## config.mk

```make
export PLATFORM = sky130hd
export DESIGN_NAME = timer_ctrl
export DESIGN_NICKNAME = d
export VERILOG_FILES = /design/src/rtl/timer_pkg.sv /design/src/rtl/timer_ctrl.sv
export SDC_FILE = /design/constraint.sdc
export NUM_CORES = 1
export LEC_CHECK = 0
export ABC_AREA = 1
export CORE_ASPECT_RATIO = 1.75
export CORE_MARGIN = 2
export CORE_UTILIZATION = 39
export DETAILED_ROUTE_END_ITERATION = 8
export PLACE_DENSITY = 0.82
export SETUP_SLACK_MARGIN = 0.4
export SLEW_MARGIN = 15
export SYNTH_ARGS = -nofsm -noshare
export SYNTH_HDL_FRONTEND = slang
export SYNTH_SLANG_ARGS = --single-unit
export TNS_END_PERCENT = 10
```

## constraint.sdc

```tcl
create_clock -name clk -period 3.7 [get_ports clk]
set_clock_uncertainty 0.05 [all_clocks]
set_input_delay 0.37 -clock clk [delete_from_list [all_inputs] [get_ports clk]]
set_output_delay 0.37 -clock clk [all_outputs]
set_load 0.02 [all_outputs]
```

## src/rtl/timer_pkg.sv

```systemverilog
// Shared definitions for the timer control front end: register map, field indices, FSM encoding.
// Latency: n/a (package only).
// Backpressure: n/a (package only).
package timer_pkg;

    // Register addresses
    localparam logic [1:0] TMR_ADDR_CTRL   = 2'd0;
    localparam logic [1:0] TMR_ADDR_CONST  = 2'd1;
    localparam logic [1:0] TMR_ADDR_STATUS = 2'd2;
    localparam logic [1:0] TMR_ADDR_COUNT  = 2'd3;

    // CTRL bit indices
    localparam int CTRL_RUN         = 0;
    localparam int CTRL_UP          = 1;
    localparam int CTRL_AUTO_RELOAD = 2;
    localparam int CTRL_IRQ_EN      = 3;

    // STATUS bit indices
    localparam int STAT_EXPIRED  = 0;
    localparam int STAT_CNT_LSB  = 8;
    localparam int STAT_CNT_CLR  = 31;

    // Which CTRL bits are actually stored; auto_reload only exists when the feature is built in
`ifdef TIMER_CTRL_AUTORELOAD_EN
    localparam logic [3:0] CTRL_MASK = 4'b1111;
`else
    localparam logic [3:0] CTRL_MASK = 4'b1011;
`endif

    typedef enum logic [1:0] {
        ST_IDLE    = 2'd0,
        ST_RUN     = 2'd1,
        ST_EXPIRED = 2'd2,
        ST_RELOAD  = 2'd3
    } tmr_state_t;

endpackage

```

## src/rtl/timer_ctrl.sv

```systemverilog
// Register front end driving an up/down timer: CTRL/CONST/STATUS/COUNT, alarm edge -> sticky status, irq, restart.
// Latency: register writes take effect at the write edge; start/load pulses appear the cycle after; reads are combinational.
// Backpressure: none, writes are always accepted. Optional auto-restart built in with TIMER_CTRL_AUTORELOAD_EN.
module timer_ctrl
    import timer_pkg::*;
#(
    parameter int WIDTH = 32   // must not exceed 32 (readback bus width)
) (
    input  logic             clk,
    input  logic             rst,
    input  logic             wr_en,
    input  logic [1:0]       addr,
    input  logic [31:0]      wdata,
    output logic [31:0]      rdata,
    input  logic [WIDTH-1:0] cnt_in,
    input  logic             alarm_in,
    output logic             timer_start,
    output logic             timer_load,
    output logic             timer_up,
    output logic [WIDTH-1:0] timing_const,
    output logic             irq
);

    tmr_state_t       state;
    logic [3:0]       ctrl;
    logic [WIDTH-1:0] const_r;
    logic             expired;
    logic [7:0]       exp_cnt;
    logic             alarm_q;
    logic             start_r;
    logic             load_r;

    logic wr_ctrl;
    logic wr_const;
    logic wr_status;
    logic alarm_rise;
    logic run_edge;

    assign wr_ctrl    = wr_en && (addr == TMR_ADDR_CTRL);
    assign wr_const   = wr_en && (addr == TMR_ADDR_CONST);
    assign wr_status  = wr_en && (addr == TMR_ADDR_STATUS);
    assign alarm_rise = alarm_in & ~alarm_q;
    // Only alarm edges seen while counting are meaningful; others are stale or belong to a stopped timer
    assign run_edge   = alarm_rise && (state == ST_RUN);

    // Registers, alarm edge history, FSM and registered start/load pulses
    always_ff @(posedge clk) begin
        if (rst) begin
            state   <= ST_IDLE;
            ctrl    <= '0;
            const_r <= '0;
            expired <= 1'b0;
            exp_cnt <= '0;
            alarm_q <= 1'b0;
            start_r <= 1'b0;
            load_r  <= 1'b0;
        end else begin
            start_r <= 1'b0;
            load_r  <= 1'b0;
            alarm_q <= alarm_in;

            // Status clears first so a coincident alarm edge overrides them
            if (wr_status) begin
                if (wdata[STAT_EXPIRED]) expired <= 1'b0;
                if (wdata[STAT_CNT_CLR]) exp_cnt <= '0;
            end
            if (run_edge) begin
                expired <= 1'b1;
                if (exp_cnt != 8'hFF) exp_cnt <= exp_cnt + 8'd1;
            end

            // Reloading the constant mid-count tells the timer to pick it up immediately
            if (wr_const) begin
                const_r <= wdata[WIDTH-1:0];
                if (state == ST_RUN) load_r <= 1'b1;
            end

            // A CTRL write overrides whatever the alarm would have done to the state
            if (wr_ctrl) begin
                ctrl <= wdata[3:0] & CTRL_MASK;
                if (wdata[CTRL_RUN]) begin
                    state   <= ST_RUN;
                    start_r <= 1'b1;
                end else begin
                    state <= ST_IDLE;
                end
            end else begin
                case (state)
                    ST_RUN: begin
                        if (alarm_rise) begin
`ifdef TIMER_CTRL_AUTORELOAD_EN
                            state <= ctrl[CTRL_AUTO_RELOAD] ? ST_RELOAD : ST_EXPIRED;
`else
                            state <= ST_EXPIRED;
`endif
                        end
                    end
`ifdef TIMER_CTRL_AUTORELOAD_EN
                    ST_RELOAD: begin
                        state   <= ST_RUN;
                        start_r <= 1'b1;
                    end
`endif
                    default: ;
                endcase
            end
        end
    end

    // Combinational register readback
    always_comb begin
        rdata = '0;
        case (addr)
            TMR_ADDR_CTRL:   rdata = 32'(ctrl);
            TMR_ADDR_CONST:  rdata = 32'(const_r);
            TMR_ADDR_STATUS: begin
                rdata[STAT_EXPIRED]                 = expired;
                rdata[STAT_CNT_LSB +: 8]            = exp_cnt;
            end
            default:         rdata = 32'(cnt_in);
        endcase
    end

    assign timer_start  = start_r;
    assign timer_load   = load_r;
    assign timer_up     = ctrl[CTRL_UP];
    assign timing_const = const_r;
    assign irq          = expired & ctrl[CTRL_IRQ_EN];

endmodule
```

==> impl_metrics.csv, run 1 <==
group,metric,value,unit
finish,synthToLayoutAreaGrowth,60.9,%
placed_design,placed_area,3790,sq um
finish,fillers,550,
synthesis,synth-seq-cells,49,
hold_path,hp-class,"reg2reg",
status,status,"complete, no violations",
placed_design,place.gp.congestion,0.851,
critical_path,crit_buf_inv,4,
synthesis,synth_top_cell_area_share,40.7,%
critical_path,arrival,2.34,ns
timing,slew_viol_final,0,
global_routing,grt_use_met1,24.8,%
critical_path,crit_fanout,32,
synthesis,synthCells,348,
synthesis,syn_area,2410,sq um
route,routedWlPerCell,13.8,um
route,drt_first_iter_violations,137,
floorplan,row_count,37,
timing,hold_viol_final,0,
synthesis,synth_nets,419,
placed_design,place.port_buffers,137,
critical_path,rrSetupSlack,2.27,ns
finish,fin_nets,550,
pwr,p_int,837,uW
pwr,p_leak,1.47,nW
clock_tree,postCtsHoldBufs,0,
synthesis,synth_area_leaders,"dfxtp_1, nand2_1, inv_1, a21oi_1, o21ai_0",
critical_path,cp-end-kind,"primary output",
synthesis,synth_xor_area_share,0,%
global_routing,grt_use_met2,40.4,%
clock_tree,path_clk_slew,0.09,ns
route,viasPerCell,4.98,
clock_tree,h-tree-depth,2,
pwr,p_comb_share,25.4,%
pwr,ir_drop,211,uV
timing,min_period,2.76,ns
global_routing,grt_pass1_vias,2684,
job,cap_viol_max_count,0,
synthesis,synth_area_per_cell,6.92,sq um
timing,worst_pin_slew,0.729,ns
critical_path,critical_path.cell_chain,"clkdlybuf4s50_1 -> nand2_1 -> inv_1 -> buf_4 -> nand2_1 -> o221ai_1 -> clkdlybuf4s50_1",
pwr,pwr_density_cell,301,nW/um^2
clock_tree,cts_buffer_depth,2,
synthesis,synthMuxAreaShare,0,%
timing,fin_setup_tns,0,ns
global_routing,grt_max_degree,66,
clock_tree,post-cts-setup-buffers,0,
placed_design,hpwl,5920,um
timing,rsz0062_at_grt,"false",
route,ant_nets,0,
timing,slew-limit-headroom,51.4,%
route,num_vias,2777,
floorplan,die_w,63.4,um
route,route.detailed.drc,0,
global_routing,grt-ovfl-total,0,
floorplan,core_area,5930,sq um
synthesis,synth_cell_types,22,
timing,finalCritPeriodShare,74.6,%
clock_tree,cts_sinks,49,
global_routing,grt_usage,22.6,%
finish,drive_gt1_share,4.17,%
floorplan,die_y,108,um
route,wl,7700,um
floorplan,ios,138,
critical_path,critPathLaunchType,"input port",
critical_path,required,3.28,ns
timing,fmax,362,MHz
synthesis,synth_top_family_by_area,"compound AO/OA/AOI/OAI gates",
timing,setup_viol,0,
clock_tree,numCtsBuffers,5,
pwr,netSwitchingFraction,28.1,%
route,dr.pass1.iters,4,
global_routing,met3_usage,4.47,%
critical_path,slowest_stage,"clkdlybuf4s50_1",
critical_path,crit_type,"in2out",
synthesis,synth_seq_area_share,40.7,%
timing,hold-worst-slack,0.417,ns
critical_path,cp_top_family,"buffers and inverters",
floorplan,initial_core_util,40.6,%
synthesis,synth_area_leader_cell,"dfxtp_1",
finish,antennaDiodeCount,0,
finish,final_area,3870,sq um
critical_path,slowest_delay,0.65,ns
pwr,power_switching,328,uW
global_routing,antenna_found_initial,0,
global_routing,grt.busiest_layer,"met2",
clock_tree,insertion_delay,0.30,ns
synthesis,synthSimpleGateAreaFrac,21.3,%
pwr,pwr-share-seq,48.1,%
synthesis,synthAdderAreaFrac,0.520,%
pwr,clock_power_share,26.5,%
synthesis,synth_warnings,0,
global_routing,grt_first_pass_wirelength,12300,um
clock_tree,cts_resized,0,
floorplan,die-area,6840,sq um
synthesis,synth_compound_area_share,24.1,%
clock_tree,root_buffer,"clkbuf_8",
clock_tree,cts_tree,"yes",
==> layer usage <==
layer	wire, um	vias up
met1	2960	1240
met5	0	-
met2	3950	122
met4	319	0
li1	-	1389
met3	469	26
==> logic make-up (layout without fill, tap and decap cells) <==
group | count (synthesis) | count (layout)
DFF | 49 | 49
adders and majority gates | 1 | 1
and+or+nand+nor | 118 | 118
buffers and inverters | 71 | 203
AOI/OAI and AO/OA | 109 | 109
==> synthesized netlist by cell type <==
cell,count
o2111ai_1,1
buf_6,6
nand3_1,10
nor2_4,1
inv_1,54
nor2_1,24
nor2_2,2
o21ai_0,36
clkbuf_1,4
a21oi_1,39
nand2_1,73
o21ai_1,23
buf_2,7
o211ai_1,5
dfxtp_1,49
nand2_4,1
nand3_2,4
nand2_2,1
ha_1,1
nor3_2,1
nand3b_1,1
o221ai_1,5
==> registers in the layout (all words and copies together) (netlist names) <==
register	flops
alarm_q	1
ctrl	3
exp_cnt	8
expired	1
state	2
timer_load	1
timer_start	1
timing_const	32
==> worst register-to-register path: stages (launching register included) <==
cell and delay [ns]:
dfxtp_1 0.39, ha_1 0.22, nand2_1 0.10, inv_1 0.13
nand3_2 0.12, nand2_4 0.13, o21ai_1 0.08, nand2_1 0.06
nor2_1 0.05
==> cells in the final DEF, fill, tap and decap left out, drive strengths merged, types with 4 or more instances in the layout <==
cell / instances
a21oi: 39
buf: 4
clkbuf: 7
clkdlybuf4s50: 137
dfxtp: 49
inv: 54
nand2: 75
nand3: 14
nor2: 27
o211ai: 5
o21ai: 59
o221ai: 5
==> power groups by stage <==
stage	Combinational (mW)	Clock, mW	Sequential (mW)
floorplan	0.105	0	0.595
global placement	0.292	0	0.571
detailed placement	0.297	0	0.573
CTS	0.297	0.318	0.560
global route	0.319	0.339	0.563
finish	0.296	0.308	0.560
==> metrics by stage <==
step                      setup slack [ns]  utilization [%]  power [mW]  std cells
final                                0.940             65.4        1.16        558
after global routing                 0.795             65.4        1.22        558
after CTS                            0.929             65.4        1.18        558
after detailed placement             0.926             63.9       0.869        550
after global placement               0.969             63.9       0.864        550
after floorplan                       2.01                -       0.700        348
==> path summary, 6_finish.rpt <==
path | start | depth (start not counted) | end
max | addr[0] | 7 | rdata[15]
min | timing_const[6] | 2 | timing_const[6]
max reg2reg | exp_cnt[1] | 8 | exp_cnt[0]
min reg2reg | timing_const[6] | 2 | timing_const[6]
==> layout make-up <==
type                       instances  area [sq um]  area share [%]
clock buffer                       7          76.3            1.97
clock inverter                     1          7.51           0.194
inverter                          54           203            5.23
multi-input combinational        228          1110            28.6
sequential                        49           981            25.3
tap                               78          97.6            2.52
timing repair buffer             141          1400            36.2
(Power assumes the default switching activity.)
==> inputs of run 2 (changes only) <==
--- a/config.mk
+++ b/config.mk
@@ -8,9 +8,9 @@
 export ABC_AREA = 1
 export CORE_ASPECT_RATIO = 1.75
 export CORE_MARGIN = 2
-export CORE_UTILIZATION = 39
+export CORE_UTILIZATION = 35
 export DETAILED_ROUTE_END_ITERATION = 8
-export PLACE_DENSITY = 0.82
+export PLACE_DENSITY = 0.78
 export SETUP_SLACK_MARGIN = 0.4
 export SLEW_MARGIN = 15
 export SYNTH_ARGS = -nofsm -noshare
==> constraint.sdc (replaced) <==
create_clock -name clk -period 2.42 [get_ports clk]
set_clock_uncertainty 0.05 [all_clocks]
set_input_delay 0.242 -clock clk [delete_from_list [all_inputs] [get_ports clk]]
set_output_delay 0.242 -clock clk [all_outputs]
set_load 0.02 [all_outputs]
==> run 2 against run 1 <==
Via count shrank 0.54%. Critical path depth is 1 lower. First-iteration DRC count is 15% higher. Global-route usage fell by 3.0 points. Critical endpoint is now rdata[12]. Highest routed layer unchanged.
==> impl_metrics.csv, run 2 (same netlist as run 1, synthesis figures left out) <==
group,metric,value,unit
global_routing,grt-ovfl-total,0,
floorplan,ios,138,
finish,layout_commonest_cell,"clkdlybuf4s50_1",
placed_design,place.port_buffers,137,
clock_tree,numCtsBuffers,5,
route,route.detailed.drc,0,
route,wl,7690,um
timing,setup_viol,0,
hold_path,hp-class,"reg2reg",
route,drt_first_iter_violations,157,
finish,ff_latch_area,981,sq um
timing,rsz0062_at_grt,"true",
finish,antennaDiodeCount,0,
finish,largest_reg_flops,32,
placed_design,place.gp.congestion,0.868,
critical_path,arrival,1.99,ns
finish,final_util,59.3,%
floorplan,core_area,6760,sq um
global_routing,grt_first_pass_wirelength,11500,um
clock_tree,root_buffer,"clkbuf_16",
timing,min_period,2.28,ns
global_routing,grt_max_degree,66,
timing,hold_viol_final,0,
floorplan,die_y,114,um
timing,fmax,439,MHz
clock_tree,insertion_delay,0.28,ns
clock_tree,post-cts-setup-buffers,0,
global_routing,grt_pass1_vias,2557,
timing,fin_setup_tns,0,ns
critical_path,required,2.13,ns
placed_design,hpwl,6030,um
critical_path,critPathLaunchType,"input port",
clock_tree,path_clk_slew,0.06,ns
floorplan,row_count,40,
timing,slew_viol_final,0,
status,status,"complete, no violations",
global_routing,antenna_found_initial,0,
pwr,p_leak,1.59,nW
clock_tree,cts_buffer_depth,2,
timing,slew-limit-headroom,73.7,%
route,num_vias,2762,
timing,fin_ws,0.141,ns
clock_tree,h-tree-depth,2,
clock_tree,cts_tree,"yes",
critical_path,crit_fanout,32,
placed_design,dp_slack,0.118,ns
finish,multi_input_area,1110,sq um
timing,worst_pin_slew,0.393,ns
route,dr.pass1.iters,4,
finish,synthToLayoutAreaGrowth,66.4,%
critical_path,crit_type,"in2out",
floorplan,die_w,66.7,um
pwr,pwr_density_cell,495,nW/um^2
pwr,power.total,1.98,mW
critical_path,cp-end-kind,"primary output",
timing,hold-worst-slack,0.417,ns
finish,mostFrequentLayoutCells,"clkdlybuf4s50_1, nand2_1, inv_1",
route,ant_nets,0,
job,cap_viol_max_count,0,
floorplan,initial_core_util,35.6,%
route,routedWlPerCell,13.5,um
route,viasPerCell,4.86,
finish,drive_gt1_share,5.17,%
finish,fin_nets,554,
timing,finalCritPeriodShare,94.2,%
pwr,ir_drop,367,uV
clock_tree,postCtsHoldBufs,0,
clock_tree,cts_sinks,49,
finish,fillers,630,
global_routing,grt_usage,19.7,%
floorplan,die-area,7580,sq um
-- run 2: cell count changes in the layout (fill, tap and decap cells not counted) --
cell,delta
buf_4,+1
clkinvlp_4,-1
clkinv_2,+2
clkbuf_8,-5
buf_12,+3
dlymetal6s2s_1,+3
clkdlybuf4s50_1,-6
dlygate4sd2_1,+3
clkbuf_16,+5
clkbuf_1,-1
-- run 2: metal layers --
| layer | GRT usage (%) | part of all wire [%] | vias up |
|---|---|---|---|
| met5 | 0 | 0 | - |
| met4 | 10.2 | 3.2 | 0 |
| met3 | 4.24 | 7.5 | 18 |
| met2 | 37.5 | 53 | 112 |
| met1 | 18.7 | 36 | 1237 |
| li1 | - | - | 1395 |
-- run 2: power by group --
part | leakage, nW | switching [mW] | internal, mW
Clock | 0.0706 | 0.284 | 0.380
Sequential | 0.400 | 0.0170 | 0.840
Combinational | 1.12 | 0.219 | 0.243
Total | 1.59 | 0.520 | 1.46
-- run 2: timing repair --
item / CTS / global route
resized for setup: 3 / 3
setup endpoints to repair: 32 / 32
gates cloned: 0 / 0
-- run 2: worst paths after layout --
| path | slack, ns | end | from | depth (start not counted) |
|---|---|---|---|---|
| max | 0.14 | rdata[12] | addr[1] | 6 |
| min | 0.42 | timing_const[18] | timing_const[18] | 2 |
| max reg2reg | 1.03 | exp_cnt[0] | exp_cnt[1] | 8 |
| min reg2reg | 0.42 | timing_const[18] | timing_const[18] | 2 |
-- run 2: worst max-delay path, stage by stage --
cell	delay (ns)
clkdlybuf4s50_1	0.47
inv_1	0.16
nand2_1	0.11
buf_12	0.18
o221ai_1	0.19
clkdlybuf4s50_1	0.63
-- run 2: layout make-up --
cell class | count | share of cell area (%)
clock buffer | 6 | 3.22
clock inverter | 2 | 0.250
inverter | 54 | 5.06
multi-input combinational | 228 | 27.6
sequential | 49 | 24.5
tap | 84 | 2.62
timing repair buffer | 145 | 36.8
-- run 2: per-stage QoR --
step,cell area [sq um],std cells
6_report,4010,568
4_1_cts,4000,568
5_1_grt,4010,568
3_5_place_dp,3860,560
3_3_place_gp,3860,560
2_1_floorplan,2410,348
